## config.mk

```make
export PLATFORM = sky130hd
export DESIGN_NAME = systolic_feeder_flat
export DESIGN_NICKNAME = d
export VERILOG_FILES = /design/src/rtl/accel_pkg.sv /design/src/rtl/systolic_feeder_if.sv /design/src/rtl/systolic_feeder_skew_line.sv /design/src/rtl/systolic_feeder.sv /design/src/flat_wrapper.sv
export SDC_FILE = /design/constraint.sdc
export NUM_CORES = 1
export LEC_CHECK = 0
export ABC_AREA = 1
export CAP_MARGIN = 25
export CORE_MARGIN = 1.5
export CORE_UTILIZATION = 55
export CTS_BUF_LIST = sky130_fd_sc_hd__clkbuf_4 sky130_fd_sc_hd__clkbuf_8
export DETAILED_ROUTE_END_ITERATION = 6
export HOLD_SLACK_MARGIN = 0.03
export PLACE_DENSITY = 0.86
export SLEW_MARGIN = 40
export SYNTH_ARGS = -nofsm -noshare
export SYNTH_HDL_FRONTEND = slang
export SYNTH_SLANG_ARGS = --single-unit
export TNS_END_PERCENT = 10
```

## constraint.sdc

```tcl
create_clock -name clk -period 14.2 [get_ports clk]
set_input_delay 2.84 -clock clk [delete_from_list [all_inputs] [get_ports clk]]
set_output_delay 2.84 -clock clk [all_outputs]
set_load 0.02 [all_outputs]
```

## src/rtl/accel_pkg.sv

```systemverilog
// Shared accelerator definitions: lane width default, feeder FSM states and
// the width helper used to size the flush counter.
package accel_pkg;

  localparam int DATA_W = 16;

  typedef enum logic [1:0] {
    IDLE   = 2'd0,
    STREAM = 2'd1,
    FLUSH  = 2'd2
  } fsm_state_t;

  function automatic int clog2(input int v);
    int r;
    r = 0;
    while ((1 << r) < v) r++;
    return r;
  endfunction

endpackage

```

## src/rtl/systolic_feeder_if.sv

```systemverilog
// Upstream vector stream into the feeder: valid/ready handshake plus a
// tile-last qualifier; one column vector per beat.
interface systolic_feeder_if #(
  parameter int N      = 4,
  parameter int DATA_W = accel_pkg::DATA_W
);
  logic                       in_valid;
  logic                       in_ready;
  logic [N-1:0][DATA_W-1:0]   in_data;
  logic                       in_last;

  modport master (output in_valid, output in_data, output in_last, input in_ready);
  modport slave  (input in_valid, input in_data, input in_last, output in_ready);
endinterface

```

## src/rtl/systolic_feeder_skew_line.sv

```systemverilog
// Enable-gated delay line; one per array row, DEPTH sets that row's skew.
module skew_line #(
  parameter int DEPTH  = 1,
  parameter int DATA_W = accel_pkg::DATA_W
) (
  input  logic              clk,
  input  logic              rst,
  input  logic              en,
  input  logic [DATA_W-1:0] d,
  output logic [DATA_W-1:0] q
);
  logic [DEPTH-1:0][DATA_W-1:0] sr;

  always_ff @(posedge clk or posedge rst) begin
    if (rst) begin
      sr <= '0;
    end else if (en) begin
      sr[0] <= d;
      for (int s = 1; s < DEPTH; s++) sr[s] <= sr[s-1];
    end
  end

  assign q = sr[DEPTH-1];
endmodule

```

## src/rtl/systolic_feeder.sv

```systemverilog
// Skews column vectors onto the west edge of an N-row systolic array, then
// flushes zeros for 2N-2 steps so the last vector drains through every row.
module systolic_feeder
  import accel_pkg::*;
#(
  parameter int N      = 4,
  parameter int DATA_W = accel_pkg::DATA_W
) (
  input  logic                     clk,
  input  logic                     rst,
  systolic_feeder_if.slave         up,
  output logic [N-1:0][DATA_W-1:0] west_out,
  output logic                     ce,
  output logic                     busy,
  output logic                     tile_done
);
  localparam int             FCW        = clog2(2*N-1);
  localparam logic [FCW-1:0] FLUSH_LAST = FCW'(2*N-3);

  fsm_state_t               state, state_nxt;
  logic [FCW-1:0]           fcnt;
  logic                     accept, adv, last_flush;
  logic [N-1:0][DATA_W-1:0] lane_in;
  logic [1:0]               done_pipe;

  assign accept     = up.in_valid && up.in_ready;
  assign adv        = accept || (state == FLUSH);
  assign last_flush = (state == FLUSH) && (fcnt == FLUSH_LAST);
  assign lane_in    = (state == FLUSH) ? '0 : up.in_data;

  always_ff @(posedge clk or posedge rst) begin
    if (rst) state <= IDLE;
    else     state <= state_nxt;
  end

  always_comb begin
    state_nxt = state;
    case (state)
      IDLE, STREAM: if (accept) state_nxt = up.in_last ? FLUSH : STREAM;
      FLUSH:        if (last_flush) state_nxt = IDLE;
      default:      state_nxt = IDLE;
    endcase
  end

  // Ready drops combinationally with rst so nothing is accepted during reset.
  always_comb begin
    up.in_ready = !rst && (state != FLUSH);
    busy        = (state != IDLE);
  end

  always_ff @(posedge clk or posedge rst) begin
    if (rst) begin
      fcnt      <= '0;
      ce        <= 1'b0;
      done_pipe <= '0;
    end else begin
      fcnt      <= (state == FLUSH && !last_flush) ? fcnt + 1'b1 : '0;
      ce        <= adv;
      // Done trails the last flush advance by two: one for ce, one for the PE step.
      done_pipe <= {done_pipe[0], last_flush};
    end
  end

  assign tile_done = done_pipe[1];

  for (genvar g = 0; g < N; g++) begin : g_lane
    skew_line #(.DEPTH(g+1), .DATA_W(DATA_W)) u_lane (
      .clk (clk),
      .rst (rst),
      .en  (adv),
      .d   (lane_in[g]),
      .q   (west_out[g])
    );
  end
endmodule

```

## src/flat_wrapper.sv

```systemverilog
// flat-port wrapper written by rule: the top's interface ports become plain ports
module systolic_feeder_flat import accel_pkg::*;
#(
  parameter int N      = 4,
  parameter int DATA_W = accel_pkg::DATA_W
)
  (clk, rst, west_out, ce, busy, tile_done, up_in_valid, up_in_data, up_in_last, up_in_ready);
  systolic_feeder_if #(.N(N), .DATA_W(DATA_W)) up_i ();
  input  logic clk;
  input  logic rst;
  output logic [N-1:0][DATA_W-1:0] west_out;
  output logic ce;
  output logic busy;
  output logic tile_done;
  input wire logic [$bits(up_i.in_valid)-1:0] up_in_valid;
  input wire logic [$bits(up_i.in_data)-1:0] up_in_data;
  input wire logic [$bits(up_i.in_last)-1:0] up_in_last;
  output wire logic [$bits(up_i.in_ready)-1:0] up_in_ready;
  assign up_i.in_valid = up_in_valid;
  assign up_i.in_data = up_in_data;
  assign up_i.in_last = up_in_last;
  assign up_in_ready = up_i.in_ready;
  systolic_feeder #(.N(N), .DATA_W(DATA_W)) u_core (.clk(clk), .rst(rst), .up(up_i), .west_out(west_out), .ce(ce), .busy(busy), .tile_done(tile_done));
endmodule
```

==> results of run 1 <==
[where the power goes]
group | total, mW | switching [mW] | leakage [nW] | internal (mW)
Clock | 0.347 | 0.164 | 0.216 | 0.183
Combinational | 0.688 | 0.407 | 1.99 | 0.281
Sequential | 0.795 | 0.108 | 2.14 | 0.687
[logic make-up after synthesis]
logic type | after synthesis | synth area share
flops | 168 | 0.620
compound gates | 4 | 0.00480
buf+inv | 98 | 0.0852
fa+ha+maj | 2 | 0.00369
simple gates | 492 | 0.285
xor+xnor | 1 | 0.00129
[layout make-up]
cell class                      instances  area, um2  share of cell area
Timing Repair Buffer                  142       1430               0.173
Sequential cell                       168       4200               0.507
Clock buffer                           23        310              0.0374
Clock inverter                          9        113              0.0136
Multi-Input combinational cell        499       2000               0.241
Tap cell                              147        184              0.0222
Inverter                                9       43.8             0.00528
[through the flow]
step / area, um2 / hold WS [ns] / util / setup slack [ns]
2_1_floorplan: 6780 / 0.331 / - / 6.76
3_5_place_dp: 7850 / 0.351 / 0.653 / 7.15
6_report: 8290 / 0.369 / 0.690 / 7.16
3_3_place_gp: 7820 / 0.331 / 0.651 / 7.23
5_1_grt: 8290 / 0.377 / 0.690 / 7.10
4_1_cts: 8270 / 0.369 / 0.688 / 7.15
[flip-flops by register name (all words and copies together) (netlist names)]
register / flops
u_core.ce: 1
u_core.g_lane.u_lane.q: 64
u_core.fcnt: 3
u_core.g_lane.u_lane.sr: 96
u_core.done_pipe: 2
u_core.state: 2
[final timing paths]
path	startpoint	to	slack, ns	cells after the start
max in group asynchronous	rst	u_core.g_lane[3].u_lane.sr[1]	10.14	3
min	u_core.done_pipe[0]	u_core.done_pipe[1]	0.37	0
max reg2reg	u_core.state[0]	u_core.g_lane[2].u_lane.sr[29]	11.31	10
min reg2reg	u_core.done_pipe[0]	u_core.done_pipe[1]	0.37	0
min in group asynchronous	rst	u_core.done_pipe[0]	2.98	2
max	rst	up_in_ready	7.16	3
[cells in the final DEF (no fill, tap or decap)]
| master | netlist | routed |
|---|---|---|
| sky130_fd_sc_hd__buf_6 | 0 | 1 |
| sky130_fd_sc_hd__nand2_2 | 1 | 1 |
| sky130_fd_sc_hd__a31oi_1 | 1 | 1 |
| sky130_fd_sc_hd__inv_1 | 7 | 6 |
| sky130_fd_sc_hd__clkinv_2 | 0 | 2 |
| sky130_fd_sc_hd__inv_6 | 0 | 2 |
| sky130_fd_sc_hd__bufinv_16 | 0 | 2 |
| sky130_fd_sc_hd__buf_4 | 48 | 4 |
| sky130_fd_sc_hd__clkinv_4 | 0 | 2 |
| sky130_fd_sc_hd__o21ai_4 | 1 | 1 |
| sky130_fd_sc_hd__inv_4 | 0 | 1 |
| sky130_fd_sc_hd__clkinvlp_4 | 0 | 1 |
| sky130_fd_sc_hd__nand2_1 | 419 | 419 |
| sky130_fd_sc_hd__xnor2_1 | 1 | 1 |
| sky130_fd_sc_hd__nand3_1 | 65 | 65 |
| sky130_fd_sc_hd__nand4_1 | 1 | 1 |
| sky130_fd_sc_hd__ha_1 | 2 | 2 |
| sky130_fd_sc_hd__nor3_1 | 1 | 1 |
| sky130_fd_sc_hd__nor2_1 | 5 | 5 |
| sky130_fd_sc_hd__clkbuf_8 | 0 | 22 |
| sky130_fd_sc_hd__clkbuf_4 | 0 | 1 |
| sky130_fd_sc_hd__clkdlybuf4s50_1 | 0 | 135 |
| sky130_fd_sc_hd__dfrtp_1 | 168 | 168 |
| sky130_fd_sc_hd__buf_12 | 0 | 2 |
| sky130_fd_sc_hd__inv_2 | 2 | 1 |
| sky130_fd_sc_hd__inv_8 | 0 | 1 |
| sky130_fd_sc_hd__o21ai_0 | 2 | 2 |
[routing by layer]
| layer | wire (um) | track usage | share of wire |
|---|---|---|---|
| met1 | 5810 | 0.284 | 0.46 |
| met5 | 0 | 0 | 0 |
| met3 | 633 | 0.0609 | 0.050 |
| met4 | 275 | 0.0883 | 0.022 |
| met2 | 5880 | 0.317 | 0.47 |
[critical path, stage by stage]
cell                              delay [ns]
sky130_fd_sc_hd__clkdlybuf4s50_1        0.56
sky130_fd_sc_hd__nor2_1                 0.18
sky130_fd_sc_hd__clkdlybuf4s50_1        0.63
==> load_flow_metrics.sql, run 1 <==
INSERT INTO impl_metrics (metric_group, metric, value, unit) VALUES
('yosys', 'flops_latches_synth', '168', ''),
('sta', 'maxSlewHeadroom', '0.487', ''),
('cts', 'cts.hold.buffers_added', '0', ''),
('yosys', 'post-synth-top-area-cell', 'sky130_fd_sc_hd__dfrtp_1', ''),
('power_and_ir_drop', 'p_total', '1.83', 'mW'),
('yosys', 'synthMostInstantiatedCell', 'sky130_fd_sc_hd__nand2_1', ''),
('detailed_routing', 'detail_route.wl_per_cell', '12.6', 'um'),
('placement', 'total_instance_count_after_detailed_placement', '964', ''),
('global_routing', 'overall_global_routing_resource_usage', '0.209', ''),
('yosys', 'yosysSeqAreaShare', '0.620', ''),
('power_and_ir_drop', 'leakagePower', '4.35', 'nW'),
('sta', 'timing_max_transition_violations_final', '0', ''),
('cts', 'cts_max_level', '4', ''),
('floorplan', 'pin_count', '136', ''),
('layout', 'finish.cell_count_without_fillers', '997', ''),
('yosys', 'post_synth_num_cell_types', '17', ''),
('yosys', 'synth-main-ff-cell', 'sky130_fd_sc_hd__dfrtp_1', ''),
('setup_path', 'timing.critical_path.arrival', '4.20', 'ns'),
('sta', 'maxClockFrequency', '0.142', 'GHz'),
('outcome', 'status', 'finished clean', ''),
('placement', 'numPortBuffers', '135', ''),
('hold_path', 'hold_class', 'reg2reg', ''),
('power_and_ir_drop', 'peak_supply_drop', '0.000147', 'V'),
('layout', 'area_delta_synth_final', '22.2', '%'),
('setup_path', 'endpoint_kind', 'output pin', ''),
('floorplan', 'core.rowCount', '40', ''),
('sta', 'worstMarginPinSlew', '0.770', 'ns'),
('sta', 'clock-skew-final', '0.00528', 'ns'),
('cts', 'postCtsSetupBuffers', '0', ''),
('detailed_routing', 'via_per_inst', '4.83', ''),
('cts', 'tritoncts', 'built', ''),
('cts', 'post_cts_resized', '0', ''),
('yosys', 'ys_async_sr_fraction', '1.00', ''),
('yosys', 'yosys-top-cells-area', 'sky130_fd_sc_hd__dfrtp_1 (62%), sky130_fd_sc_hd__nand2_1 (23%), sky130_fd_sc_hd__buf_4 (5.3%)', ''),
('floorplan', 'die_area', '13000', 'um2'),
('setup_path', 'timing.critical_path.from_type', 'input port', ''),
('global_routing', 'first_pass_grt_wire_length', '21.2', 'mm'),
('setup_path', 'worstPathMaxFanout', '3', ''),
('global_routing', 'grt_overflow', '0', ''),
('floorplan', 'initial_core_util', '0.565', ''),
('sta', 'fin_crit', '7.04', 'ns'),
('sta', 'setup_tns', '0', 'ns'),
('setup_path', 'timing.setup.critical_path_class', 'in2out', ''),
('yosys', 'total_nets_after_synthesis', '835', ''),
('global_routing', 'grt_start_max_net_pins', '100', ''),
('setup_path', 'worst-endpoint-required', '11.36', 'ns'),
('detailed_routing', 'drcViolationCount', '0', ''),
('floorplan', 'fp.coreArea', '12000', 'um2'),
('detailed_routing', 'detailedRoute.firstIterationViolations', '414', ''),
('power_and_ir_drop', 'power.density_cell_area', '221', 'nW/um2'),
('job', 'cap_viol_max_count', '0', ''),
('detailed_routing', 'drt_pre_antenna_iters', '4', ''),
('layout', 'insertedDiodeCount', '0', ''),
('cts', 'clk_path_buf_depth', '2', ''),
('cts', 'clock-root-buffer', 'sky130_fd_sc_hd__clkbuf_8', ''),
('cts', 'cts_inserted_buffers', '17', ''),
('yosys', 'yosysTopAreaCellShare', '0.620', ''),
('cts', 'tritoncts_num_sinks', '168', ''),
('yosys', 'synthCells', '765', ''),
('sta', 'final_period_util', '0.496', ''),
('detailed_routing', 'drt-total-wl', '12.6', 'mm'),
('layout', 'total_number_of_nets_in_the_final_design', '907', ''),
('floorplan', 'die_w', '114', 'um'),
('sta', 'grt_setup_unrepaired', 'no', ''),
('floorplan', 'die-height', '114', 'um'),
('detailed_routing', 'routed-via-count', '4819', ''),
('layout', 'number_of_fillers_in_the_final_layout', '917', ''),
('placement', 'place_hpwl', '7.66', 'mm'),
('global_routing', 'initial_antenna_violation_count', '0', ''),
('yosys', 'synth_area_per_cell', '8.87', 'um2'),
('yosys', 'top_post_synthesis_cells_by_count', 'sky130_fd_sc_hd__nand2_1 (419), sky130_fd_sc_hd__dfrtp_1 (168), sky130_fd_sc_hd__nand3_1 (65), sky130_fd_sc_hd__buf_4 (48), sky130_fd_sc_hd__buf_2 (24)', ''),
('cts', 'insertion_delay', '0.45', 'ns'),
('sta', 'final_setup_violations', '0', ''),
('yosys', 'syn-cell-area', '6780', 'um2'),
('yosys', 'number_of_enable_flip_flop_cells_after_synthesis', '0', ''),
('cts', 'clkTransAtPathRegs', '0.08', 'ns'),
('global_routing', 'grt_pass1_vias', '4476', ''),
('placement', 'routabilityCongestion', '0.743', ''),
('detailed_routing', 'final_antenna_net_count', '0', ''),
('yosys', 'yosys_warnings', '0', ''),
('layout', 'fraction_of_final_layout_cells_sized_beyond_drive_strength_1', '0.0518', ''),
('sta', 'timing_hold_violations_final', '0', '');
No activity file was read; power rests on OpenSTA's default activity.
==> inputs of run 2 (changes only) <==
--- a/config.mk
+++ b/config.mk
@@ -8,11 +8,11 @@
 export ABC_AREA = 1
 export CAP_MARGIN = 25
 export CORE_MARGIN = 1.5
-export CORE_UTILIZATION = 55
+export CORE_UTILIZATION = 48
 export CTS_BUF_LIST = sky130_fd_sc_hd__clkbuf_4 sky130_fd_sc_hd__clkbuf_8
 export DETAILED_ROUTE_END_ITERATION = 6
 export HOLD_SLACK_MARGIN = 0.03
-export PLACE_DENSITY = 0.86
+export PLACE_DENSITY = 0.79
 export SLEW_MARGIN = 40
 export SYNTH_ARGS = -nofsm -noshare
 export SYNTH_HDL_FRONTEND = slang
==> constraint.sdc (replaced) <==
create_clock -name clk -period 5.82 [get_ports clk]
set_input_delay 1.164 -clock clk [delete_from_list [all_inputs] [get_ports clk]]
set_output_delay 1.164 -clock clk [all_outputs]
set_load 0.02 [all_outputs]
==> run 2 against run 1 <==
Clock-buffer cell count down 4. Setup slack got worse by 5.0 ns. Routed wire length up 3.0%. Sequential share of layout area shrank 0.24 points. Worst hold slack worse by 0.016 ns. Largest cell class unchanged. Critical path depth did not move. Combinational power increased by 140%. Flip-flop and latch count is the same. Final area up 0.47%. Sequential power up 140%. Via count increased by 0.89%. Power is 150% higher. Critical endpoint unchanged.
==> load_flow_metrics.sql, run 2 (synthesized netlist as in run 1, its figures left out) <==
INSERT INTO impl_metrics (metric_group, metric, value, unit) VALUES
('job', 'cap_viol_max_count', '0', ''),
('detailed_routing', 'drcViolationCount', '0', ''),
('sta', 'timing_max_transition_violations_final', '0', ''),
('cts', 'cts_max_level', '4', ''),
('layout', 'final_util', '0.602', ''),
('detailed_routing', 'via_per_inst', '4.72', ''),
('placement', 'place_hpwl', '7.99', 'mm'),
('setup_path', 'timing.critical_path.from_type', 'input port', ''),
('global_routing', 'grt_overflow', '0', ''),
('floorplan', 'die_w', '122', 'um'),
('layout', 'final_area', '8330', 'um2'),
('outcome', 'status', 'finished clean', ''),
('placement', 'routabilityCongestion', '0.738', ''),
('sta', 'maxClockFrequency', '0.276', 'GHz'),
('global_routing', 'first_pass_grt_wire_length', '21.9', 'mm'),
('sta', 'timing_hold_violations_final', '0', ''),
('floorplan', 'fp.coreArea', '13800', 'um2'),
('floorplan', 'die_area', '14900', 'um2'),
('detailed_routing', 'drt_pre_antenna_iters', '5', ''),
('layout', 'fraction_of_final_layout_cells_sized_beyond_drive_strength_1', '0.0518', ''),
('sta', 'grt_setup_unrepaired', 'no', ''),
('sta', 'fin_crit', '3.63', 'ns'),
('setup_path', 'setup.worst_path.start', 'rst', ''),
('cts', 'clock-root-buffer', 'sky130_fd_sc_hd__clkbuf_8', ''),
('sta', 'clock-skew-final', '0.0101', 'ns'),
('cts', 'clkTransAtPathRegs', '0.09', 'ns'),
('floorplan', 'initial_core_util', '0.491', ''),
('layout', 'area_delta_synth_final', '22.8', '%'),
('cts', 'postCtsSetupBuffers', '0', ''),
('power_and_ir_drop', 'power.density_cell_area', '542', 'nW/um2'),
('cts', 'cts_inserted_buffers', '17', ''),
('sta', 'maxSlewHeadroom', '0.500', ''),
('cts', 'tritoncts_num_sinks', '168', ''),
('detailed_routing', 'final_antenna_net_count', '0', ''),
('floorplan', 'core.rowCount', '43', ''),
('detailed_routing', 'detailedRoute.firstIterationViolations', '287', ''),
('global_routing', 'overall_global_routing_resource_usage', '0.189', ''),
('setup_path', 'worstPathMaxFanout', '3', ''),
('cts', 'cts.hold.buffers_added', '0', ''),
('setup_path', 'timing.setup.critical_path_class', 'in2out', ''),
('floorplan', 'die-height', '122', 'um'),
('setup_path', 'timing.critical_path.arrival', '2.47', 'ns'),
('layout', 'total_number_of_nets_in_the_final_design', '907', ''),
('global_routing', 'global_route.usage.met3', '0.0524', ''),
('global_routing', 'use_met1', '0.260', ''),
('layout', 'number_of_fillers_in_the_final_layout', '1181', ''),
('layout', 'layout_commonest_cell', 'sky130_fd_sc_hd__nand2_1', ''),
('detailed_routing', 'routed-via-count', '4862', ''),
('placement', 'dpl-instance-area', '7880', 'um2'),
('detailed_routing', 'detail_route.wl_per_cell', '12.6', 'um'),
('global_routing', 'grt_busiest_layer', 'met2', ''),
('hold_path', 'min-delay-start', 'u_core.done_pipe[0]', ''),
('sta', 'setup_tns', '0', 'ns'),
('layout', 'largest_register_ffs', '96', ''),
('hold_path', 'hold_class', 'reg2reg', ''),
('layout', 'insertedDiodeCount', '0', ''),
('sta', 'worstMarginPinSlew', '0.751', 'ns'),
('floorplan', 'pin_count', '136', ''),
('placement', 'numPortBuffers', '135', ''),
('detailed_routing', 'drt-total-wl', '13.0', 'mm'),
('setup_path', 'critical_path.reg2reg.startpoint', 'u_core.state[0]', ''),
('sta', 'final_setup_violations', '0', ''),
('cts', 'tritoncts', 'built', ''),
('setup_path', 'endpoint_kind', 'output pin', ''),
('global_routing', 'grt_pass1_vias', '4531', ''),
('global_routing', 'initial_antenna_violation_count', '0', ''),
('setup_path', 'worst-endpoint-required', '4.66', 'ns'),
('global_routing', 'grt_start_max_net_pins', '86', ''),
('cts', 'post_cts_resized', '0', ''),
('cts', 'clk_path_buf_depth', '2', ''),
('cts', 'insertion_delay', '0.45', 'ns'),
('sta', 'final_period_util', '0.624', ''),
('layout', 'max_flop_register', 'u_core.g_lane.u_lane.sr', ''),
('layout', 'most-common-layout-cells', 'sky130_fd_sc_hd__nand2_1 (419), sky130_fd_sc_hd__dfrtp_1 (168), sky130_fd_sc_hd__clkdlybuf4s50_1 (135)', ''),
('power_and_ir_drop', 'leakagePower', '4.34', 'nW'),
('global_routing', 'met2_usage', '0.286', ''),
('power_and_ir_drop', 'peak_supply_drop', '0.000567', 'V');
==> run 2: report_power, final <==
| part | internal (mW) | switching (mW) |
|---|---|---|
| Combinational | 0.671 | 0.994 |
| Sequential | 1.68 | 0.262 |
| Clock | 0.490 | 0.422 |
| Total | 2.84 | 1.68 |
==> run 2: area by class of cell <==
class / instances / area (um2) / area share
timing repair buffer: 142 / 1410 / 0.169
clock buffer: 19 / 255 / 0.0307
inverter: 9 / 41.3 / 0.00496
clock inverter: 13 / 193 / 0.0231
sequential: 168 / 4200 / 0.505
tap: 180 / 225 / 0.0270
multi-input combinational: 499 / 2000 / 0.240
==> run 2: per-layer routing <==
metal	vias to the layer above	wire, um	part of all wire
met5	-	0	0
met4	0	242	0.019
met3	16	644	0.050
met2	106	6060	0.47
met1	2288	6030	0.46
li1	2452	-	-
==> run 2: path summary, 6_finish.rpt <==
| kind | cells after the start | end | slack [ns] |
|---|---|---|---|
| min | 0 | u_core.done_pipe[1] | 0.35 |
| max in group asynchronous | 3 | u_core.g_lane[2].u_lane.sr[10] | 3.45 |
| max reg2reg | 8 | u_core.g_lane[1].u_lane.sr[14] | 2.77 |
| max | 3 | up_in_ready | 2.19 |
| min reg2reg | 0 | u_core.done_pipe[1] | 0.35 |
| min in group asynchronous | 2 | u_core.g_lane[1].u_lane.sr[7] | 1.29 |
==> run 2: per-stage QoR <==
stage / cells / power, mW / hold slack, ns / setup WS [ns]
finish: 1030 / 4.52 / 0.352 / 2.19
global route: 1030 / 4.86 / 0.362 / 2.09
CTS: 1030 / 4.57 / 0.356 / 2.18
detailed placement: 998 / 3.64 / 0.336 / 2.09
global placement: 998 / 3.58 / 0.332 / 2.14
floorplan: 765 / 3.18 / 0.331 / 0.0513
==> run 2: critical path, cell delays in order <==
cell                              delay [ns]
sky130_fd_sc_hd__clkdlybuf4s50_1        0.54
sky130_fd_sc_hd__nor2_1                 0.15
sky130_fd_sc_hd__clkdlybuf4s50_1        0.61
